--- config.mk ---
export PLATFORM = sky130hd
export DESIGN_NAME = inst_decode_stage_flat
export DESIGN_NICKNAME = d
export VERILOG_FILES = /design/src/rtl/inst_decode_stage_if.sv /design/src/rtl/inst_decode_stage.sv /design/src/flat_wrapper.sv
export SDC_FILE = /design/constraint.sdc
export NUM_CORES = 1
export LEC_CHECK = 0
export CAP_MARGIN = 20
export CORE_AREA = 2 2 101 103
export DETAILED_ROUTE_END_ITERATION = 12
export DIE_AREA = 0 0 103 105
export GPL_ROUTABILITY_DRIVEN = 0
export PLACE_DENSITY = 0.84
export REMOVE_ABC_BUFFERS = 1
export SETUP_SLACK_MARGIN = 0.15
export SLEW_MARGIN = 5
export SYNTH_ARGS = -nofsm -noshare
export SYNTH_HDL_FRONTEND = slang
export SYNTH_SLANG_ARGS = --single-unit
export TNS_END_PERCENT = 5
--- constraint.sdc ---
create_clock -name clk -period 2.21 [get_ports clk]
set_input_delay 0.221 -clock clk [delete_from_list [all_inputs] [get_ports clk]]
set_output_delay 0.221 -clock clk [all_outputs]
set_load 0.05 [all_outputs]
--- src/rtl/inst_decode_stage_if.sv ---
// Fetch-to-decode-to-execute bus: instruction handshake in, registered control bundle out.
interface inst_decode_stage_if #(
    parameter int DATA_W    = 32,
    parameter int ILL_CNT_W = 8
);
    logic                 in_valid;
    logic                 in_ready;
    logic [31:0]          inst;
    logic                 flush;
    logic                 out_valid;
    logic                 out_ready;
    logic [3:0]           alu_op;
    logic                 write_reg;
    logic                 mem_write;
    logic                 mem_read;
    logic [1:0]           w_r_s;
    logic [1:0]           wr_data_s;
    logic                 rt_imm_s;
    logic [DATA_W-1:0]    imm_ext;
    logic [1:0]           pc_s;
    logic [1:0]           br_type;
    logic [4:0]           rs;
    logic [4:0]           rt;
    logic [4:0]           rd;
    logic [4:0]           shamt;
    logic                 illegal;
    logic [ILL_CNT_W-1:0] ill_cnt;

    modport master (
        output in_valid, inst, flush, out_ready,
        input  in_ready, out_valid, alu_op, write_reg, mem_write, mem_read, w_r_s,
               wr_data_s, rt_imm_s, imm_ext, pc_s, br_type, rs, rt, rd, shamt,
               illegal, ill_cnt
    );

    modport slave (
        input  in_valid, inst, flush, out_ready,
        output in_ready, out_valid, alu_op, write_reg, mem_write, mem_read, w_r_s,
               wr_data_s, rt_imm_s, imm_ext, pc_s, br_type, rs, rt, rd, shamt,
               illegal, ill_cnt
    );
endinterface

--- src/rtl/inst_decode_stage.sv ---
// Registered MIPS decode stage with valid/ready handshake, load-use stall,
// flush and a saturating illegal-instruction counter.
module inst_decode_stage #(
    parameter int DATA_W    = 32,
    parameter int LOAD_LAT  = 1,
    parameter int ILL_CNT_W = 8
) (
    input logic clk,
    input logic rst_n,
    inst_decode_stage_if.slave bus
);
    localparam logic [5:0] OP_R    = 6'b000000;
    localparam logic [5:0] OP_ADDI = 6'b001000;
    localparam logic [5:0] OP_ANDI = 6'b001100;
    localparam logic [5:0] OP_XORI = 6'b001110;
    localparam logic [5:0] OP_SLTIU= 6'b001011;
    localparam logic [5:0] OP_LUI  = 6'b001111;
    localparam logic [5:0] OP_LW   = 6'b100011;
    localparam logic [5:0] OP_SW   = 6'b101011;
    localparam logic [5:0] OP_BEQ  = 6'b000100;
    localparam logic [5:0] OP_BNE  = 6'b000101;
    localparam logic [5:0] OP_J    = 6'b000010;
    localparam logic [5:0] OP_JAL  = 6'b000011;

    typedef struct packed {
        logic [3:0]        alu_op;
        logic              write_reg;
        logic              mem_write;
        logic              mem_read;
        logic [1:0]        w_r_s;
        logic [1:0]        wr_data_s;
        logic              rt_imm_s;
        logic [DATA_W-1:0] imm_ext;
        logic [1:0]        pc_s;
        logic [1:0]        br_type;
        logic [4:0]        rs;
        logic [4:0]        rt;
        logic [4:0]        rd;
        logic [4:0]        shamt;
        logic              illegal;
    } bundle_t;

    logic [5:0]           op, funct;
    logic [4:0]           rs_f, rt_f;
    logic [15:0]          imm;
    logic [DATA_W-1:0]    imm_z, imm_s, imm_lui;
    bundle_t              dec, q;
    logic                 q_valid;
    logic                 use_rs, use_rt;
    logic [1:0]           hz_cnt;
    logic [4:0]           ld_dst;
    logic                 stall, in_ready, xfer, new_load;
    logic [ILL_CNT_W-1:0] ill_cnt;

    assign op      = bus.inst[31:26];
    assign rs_f    = bus.inst[25:21];
    assign rt_f    = bus.inst[20:16];
    assign funct   = bus.inst[5:0];
    assign imm     = bus.inst[15:0];
    assign imm_z   = {{(DATA_W-16){1'b0}}, imm};
    assign imm_s   = {{(DATA_W-16){imm[15]}}, imm};
    assign imm_lui = DATA_W'({imm, 16'h0000});

    always_comb begin
        dec           = '0;
        dec.write_reg = 1'b1;
        dec.imm_ext   = imm_z;
        dec.rs        = rs_f;
        dec.rt        = rt_f;
        dec.rd        = bus.inst[15:11];
        dec.shamt     = bus.inst[10:6];
        use_rs        = 1'b1;
        use_rt        = 1'b0;
        case (op)
            OP_R: begin
                use_rt = 1'b1;
                case (funct)
                    6'b100000: dec.alu_op = 4'b0100;
                    6'b100010: dec.alu_op = 4'b0101;
                    6'b100100: dec.alu_op = 4'b0000;
                    6'b100101: dec.alu_op = 4'b0001;
                    6'b100110: dec.alu_op = 4'b0010;
                    6'b100111: dec.alu_op = 4'b0011;
                    6'b101011: dec.alu_op = 4'b0110;
                    6'b000100: dec.alu_op = 4'b0111;
                    6'b101010: dec.alu_op = 4'b1000;
                    6'b000010: dec.alu_op = 4'b1001;
                    6'b001000: begin dec.write_reg = 1'b0; dec.pc_s = 2'b01; end
                    default:   begin dec.illegal = 1'b1; dec.write_reg = 1'b0; end
                endcase
            end
            OP_ADDI, OP_ANDI, OP_XORI, OP_SLTIU, OP_LUI: begin
                dec.w_r_s    = 2'b01;
                dec.rt_imm_s = 1'b1;
                case (op)
                    OP_ADDI: begin dec.alu_op = 4'b0100; dec.imm_ext = imm_s; end
                    OP_ANDI:  dec.alu_op = 4'b0000;
                    OP_XORI:  dec.alu_op = 4'b0010;
                    OP_SLTIU: dec.alu_op = 4'b0110;
                    default: begin
                        dec.alu_op  = 4'b1010;
                        dec.imm_ext = imm_lui;
                        use_rs      = 1'b0;
                    end
                endcase
            end
            OP_LW: begin
                dec.w_r_s     = 2'b01;
                dec.wr_data_s = 2'b01;
                dec.mem_read  = 1'b1;
                dec.rt_imm_s  = 1'b1;
                dec.alu_op    = 4'b0100;
                dec.imm_ext   = imm_s;
            end
            OP_SW: begin
                dec.write_reg = 1'b0;
                dec.mem_write = 1'b1;
                dec.rt_imm_s  = 1'b1;
                dec.alu_op    = 4'b0100;
                dec.imm_ext   = imm_s;
                use_rt        = 1'b1;
            end
            OP_BEQ, OP_BNE: begin
                dec.write_reg = 1'b0;
                dec.alu_op    = 4'b0101;
                dec.pc_s      = 2'b10;
                dec.br_type   = (op == OP_BEQ) ? 2'b01 : 2'b10;
                dec.imm_ext   = imm_s;
                use_rt        = 1'b1;
            end
            OP_J: begin
                dec.write_reg = 1'b0;
                dec.pc_s      = 2'b11;
                use_rs        = 1'b0;
            end
            OP_JAL: begin
                dec.w_r_s     = 2'b10;
                dec.wr_data_s = 2'b10;
                dec.pc_s      = 2'b11;
                use_rs        = 1'b0;
            end
            default: begin
                dec.illegal   = 1'b1;
                dec.write_reg = 1'b0;
            end
        endcase
    end

    // $0 is never recorded as a load destination, so ld_dst==0 cannot match a real hazard.
    assign stall    = (hz_cnt != 2'd0) && bus.in_valid && (ld_dst != 5'd0) &&
                      ((use_rs && rs_f == ld_dst) || (use_rt && rt_f == ld_dst));
    assign in_ready = !bus.flush && !stall && (!q_valid || bus.out_ready);
    assign xfer     = bus.in_valid && in_ready;
    assign new_load = xfer && (op == OP_LW) && (rt_f != 5'd0);

    always_ff @(posedge clk or negedge rst_n) begin
        if (!rst_n) begin
            q       <= '0;
            q_valid <= 1'b0;
        end else if (bus.flush) begin
            q_valid <= 1'b0;
        end else if (xfer) begin
            q       <= dec;
            q_valid <= 1'b1;
        end else if (bus.out_ready) begin
            q_valid <= 1'b0;
        end
    end

    always_ff @(posedge clk or negedge rst_n) begin
        if (!rst_n) begin
            hz_cnt <= 2'd0;
            ld_dst <= 5'd0;
        end else if (bus.flush) begin
            hz_cnt <= 2'd0;
        end else if (new_load) begin
            hz_cnt <= 2'(LOAD_LAT);
            ld_dst <= rt_f;
        end else if (bus.out_ready && hz_cnt != 2'd0) begin
            hz_cnt <= hz_cnt - 2'd1;
        end
    end

    always_ff @(posedge clk or negedge rst_n) begin
        if (!rst_n)
            ill_cnt <= '0;
        else if (xfer && dec.illegal && ill_cnt != {ILL_CNT_W{1'b1}})
            ill_cnt <= ill_cnt + 1'b1;
    end

    assign bus.in_ready  = in_ready;
    assign bus.out_valid = q_valid;
    assign bus.alu_op    = q.alu_op;
    assign bus.write_reg = q.write_reg;
    assign bus.mem_write = q.mem_write;
    assign bus.mem_read  = q.mem_read;
    assign bus.w_r_s     = q.w_r_s;
    assign bus.wr_data_s = q.wr_data_s;
    assign bus.rt_imm_s  = q.rt_imm_s;
    assign bus.imm_ext   = q.imm_ext;
    assign bus.pc_s      = q.pc_s;
    assign bus.br_type   = q.br_type;
    assign bus.rs        = q.rs;
    assign bus.rt        = q.rt;
    assign bus.rd        = q.rd;
    assign bus.shamt     = q.shamt;
    assign bus.illegal   = q.illegal;
    assign bus.ill_cnt   = ill_cnt;
endmodule

--- src/flat_wrapper.sv ---
// flat-port wrapper written by rule: the top's interface ports become plain ports
module inst_decode_stage_flat 
#(
    parameter int DATA_W    = 32,
    parameter int LOAD_LAT  = 1,
    parameter int ILL_CNT_W = 8
)
  (clk, rst_n, bus_in_valid, bus_inst, bus_flush, bus_out_ready, bus_in_ready, bus_out_valid, bus_alu_op, bus_write_reg, bus_mem_write, bus_mem_read, bus_w_r_s, bus_wr_data_s, bus_rt_imm_s, bus_imm_ext, bus_pc_s, bus_br_type, bus_rs, bus_rt, bus_rd, bus_shamt, bus_illegal, bus_ill_cnt);
  inst_decode_stage_if #(.DATA_W(DATA_W), .ILL_CNT_W(ILL_CNT_W)) bus_i ();
  input logic clk;
  input logic rst_n;
  input wire logic [$bits(bus_i.in_valid)-1:0] bus_in_valid;
  input wire logic [$bits(bus_i.inst)-1:0] bus_inst;
  input wire logic [$bits(bus_i.flush)-1:0] bus_flush;
  input wire logic [$bits(bus_i.out_ready)-1:0] bus_out_ready;
  output wire logic [$bits(bus_i.in_ready)-1:0] bus_in_ready;
  output wire logic [$bits(bus_i.out_valid)-1:0] bus_out_valid;
  output wire logic [$bits(bus_i.alu_op)-1:0] bus_alu_op;
  output wire logic [$bits(bus_i.write_reg)-1:0] bus_write_reg;
  output wire logic [$bits(bus_i.mem_write)-1:0] bus_mem_write;
  output wire logic [$bits(bus_i.mem_read)-1:0] bus_mem_read;
  output wire logic [$bits(bus_i.w_r_s)-1:0] bus_w_r_s;
  output wire logic [$bits(bus_i.wr_data_s)-1:0] bus_wr_data_s;
  output wire logic [$bits(bus_i.rt_imm_s)-1:0] bus_rt_imm_s;
  output wire logic [$bits(bus_i.imm_ext)-1:0] bus_imm_ext;
  output wire logic [$bits(bus_i.pc_s)-1:0] bus_pc_s;
  output wire logic [$bits(bus_i.br_type)-1:0] bus_br_type;
  output wire logic [$bits(bus_i.rs)-1:0] bus_rs;
  output wire logic [$bits(bus_i.rt)-1:0] bus_rt;
  output wire logic [$bits(bus_i.rd)-1:0] bus_rd;
  output wire logic [$bits(bus_i.shamt)-1:0] bus_shamt;
  output wire logic [$bits(bus_i.illegal)-1:0] bus_illegal;
  output wire logic [$bits(bus_i.ill_cnt)-1:0] bus_ill_cnt;
  assign bus_i.in_valid = bus_in_valid;
  assign bus_i.inst = bus_inst;
  assign bus_i.flush = bus_flush;
  assign bus_i.out_ready = bus_out_ready;
  assign bus_in_ready = bus_i.in_ready;
  assign bus_out_valid = bus_i.out_valid;
  assign bus_alu_op = bus_i.alu_op;
  assign bus_write_reg = bus_i.write_reg;
  assign bus_mem_write = bus_i.mem_write;
  assign bus_mem_read = bus_i.mem_read;
  assign bus_w_r_s = bus_i.w_r_s;
  assign bus_wr_data_s = bus_i.wr_data_s;
  assign bus_rt_imm_s = bus_i.rt_imm_s;
  assign bus_imm_ext = bus_i.imm_ext;
  assign bus_pc_s = bus_i.pc_s;
  assign bus_br_type = bus_i.br_type;
  assign bus_rs = bus_i.rs;
  assign bus_rt = bus_i.rt;
  assign bus_rd = bus_i.rd;
  assign bus_shamt = bus_i.shamt;
  assign bus_illegal = bus_i.illegal;
  assign bus_ill_cnt = bus_i.ill_cnt;
  inst_decode_stage #(.DATA_W(DATA_W), .LOAD_LAT(LOAD_LAT), .ILL_CNT_W(ILL_CNT_W)) u_core (.clk(clk), .rst_n(rst_n), .bus(bus_i));
endmodule
==> results.cfg <==
[outcome]
status = finished with violations
violations = setup timing

[die]
die_h_um = 105
start_util = 0.428
dieArea_mm2 = 0.0108
ios = 116
row_count = 36
core-area_mm2 = 0.00964
die_w_um = 103

[yosys]
synth.distinct_cells = 54
synth_cells = 413
synth_edf_count = 0
synth_top_cells_by_area = dfrtp_1 52%, mux2_2 8.5%, nand2_1 6.3%
synth.avg_cell_area_um2 = 9.99
syn_area_mm2 = 0.00413
yosysTopAreaCell = dfrtp_1
yosysWarningCount = 0
synthArstFlopShare = 1.00
synth_top_area_share = 0.516
synthFlopType = dfrtp_1
yosysSeqAreaShare = 0.516
ys_seq_elements = 85

[global_routing]
grt_use_total = 0.221
grt_max_degree = 44
antenna_found_initial = 0
overflow = 0
grt_pass1_vias = 4001
grt_pass1_wl_mm = 18.9

[routing]
route.detailed.drc = 0
drt-total-wl_mm = 12.4
num_vias = 3882
ant_nets = 0
wl_per_cell_um = 16.8
dr.first_iter.drc_count = 260
viasPerCell = 5.26
first_pass_iters = 5

[setup_path]
critPathArrivalTime_ns = 2.65
worst_ep_required_time_ns = 2.42
start_kind = input pin
end_kind = flip-flop
crit_path_max_fanout = 6
crit_type = in -> reg

[sta]
fin_crit_sh = 1.10
hold_viol_final = 0
worst_slack_ns = -0.230
setup_viol_count_final = 79
tightest_slew_ns = 0.605
skew_ns = 0.0152
grt_setup_unrepaired = yes
tns_ns = -8.67
period_needed_ns = 2.44
slew_violations = 0
hold-worst-slack_ns = 0.269
slew_headroom = 0.594
fmax_mhz = 410

[final_layout]
drive_gt1_frac = 0.279
diodes = 0
final_area_mm2 = 0.00653
largest_reg_flops = 32
nNetsFinal = 640
post-route-util = 0.677
syn_to_final_growth_pct = 58.2

[worst_hold_path]
min_path_type = in -> reg

[clock_tree]
cts_buffers = 9
clock_sinks = 85
htreeDepth = 3
clock_path_buffers = 2
worst_skew_pair.late_latency_ns = 0.37
clockRootBuffer = clkbuf_8
tritoncts = built
path_clk_slew_ns = 0.09

[placed_design]
hpwl_mm = 8.42
place_area_mm2 = 0.00585
io_buffers = 115

[power]
power_mw = 4.79
p_leak_nw = 2.95
ir_drop_mv = 0.447
power.density_mw_per_mm2 = 734

[run]
maxCapViolCount = 0
-- Yosys cell counts, types with 5 or more instances --
library cell / n
nand3_1: 6
mux2_2: 31
o21ai_0: 48
nor4_1: 6
xor2_1: 14
clkbuf_1: 12
a21oi_1: 24
buf_2: 9
nor2b_1: 5
dfrtp_1: 85
inv_1: 9
nor2_1: 18
nand2b_1: 5
nand2_1: 69
a31oi_1: 5
-- area by class of cell --
cell class / instances / area [µm²]
sequential: 85 / 2130
multi-input combinational: 292 / 2000
clock inverter: 5 / 52.6
fill: 745 / 3110
clock buffer: 10 / 128
tap: 133 / 166
timing repair buffer: 204 / 2020
inverter: 9 / 33.8
-- critical path, stage by stage --
cell,delay (ns)
clkdlybuf4s50_1,0.44
or4_4,0.56
or3_4,0.36
nor4b_4,0.27
nor2_2,0.14
nor4_1,0.53
xor2_1,0.13
-- layer usage --
| layer | vias up | track usage | share of wire |
|---|---|---|---|
| met5 | - | 0 | 0 |
| met3 | 26 | 0.0682 | 0.081 |
| met4 | 0 | 0.0724 | 0.021 |
| met2 | 170 | 0.370 | 0.50 |
| met1 | 1864 | 0.269 | 0.40 |
| li1 | 1822 | - | - |
-- repair_timing --
item / in CTS / in global routing
setup buffers: 10 / 5
hold endpoints to repair: 42 / 0
hold buffers: 1 / 0
resized for setup: 33 / 60
endpoints found under the setup margin: 85 / 86
pin swaps: 8 / 7
cloned: 2 / 3
-- per-stage QoR --
step | instances | setup WS (ns)
4_1_cts | 730 | -0.0946
3_5_place_dp | 702 | -0.526
5_1_grt | 738 | -0.283
3_3_place_gp | 702 | -0.441
6_report | 738 | -0.230
2_1_floorplan | 386 | -2.58
-- path summary, 6_finish.rpt --
kind	endpoint	depth (start not counted)	startpoint	slack (ns)
worst max-delay path	u_core.bus.ill_cnt[5]	7	bus_inst[26]	-0.23
worst min-delay path	u_core.bus.br_type[0]	3	bus_inst[27]	0.27
worst max register to register	u_core.hz_cnt[1]	9	u_core.ld_dst[2]	-0.20
worst min register to register	u_core.bus.wr_data_s[1]	2	u_core.bus.wr_data_s[1]	0.48
max in group asynchronous	u_core.bus.imm_ext[31]	3	rst_n	1.18
min in group asynchronous	u_core.bus.imm_ext[28]	2	rst_n	0.40
-- layout by cell type (no fill, tap or decap), drive strengths merged, types with 6 or more instances in the layout --
cell type	count
nor2	19
clkdlybuf4s50	111
xor2	14
o21ai	49
nand2	69
nor3	6
buf	88
nor4	6
a21oi	24
nand3	6
clkbuf	12
dfrtp	85
inv	9
mux2	31
-- logic make-up after synthesis --
| family | synth area share |
|---|---|
| multiplexers | 0.0846 |
| AND/OR/NAND/NOR | 0.173 |
| XOR/XNOR | 0.0382 |
| AO/OA/AOI/OAI | 0.141 |
| buffers and inverters | 0.0419 |
| flip-flops | 0.516 |
| adder cells (fa/ha/maj) | 0.00607 |
-- power by group --
group          leakage (nW)  internal [mW]  switching, mW
Clock                0.0919          0.511          0.555
Combinational          1.76          0.732           1.10
Sequential             1.10           1.75          0.150
Total                  2.95           2.99           1.80
No activity file was read; power rests on OpenSTA's default activity.
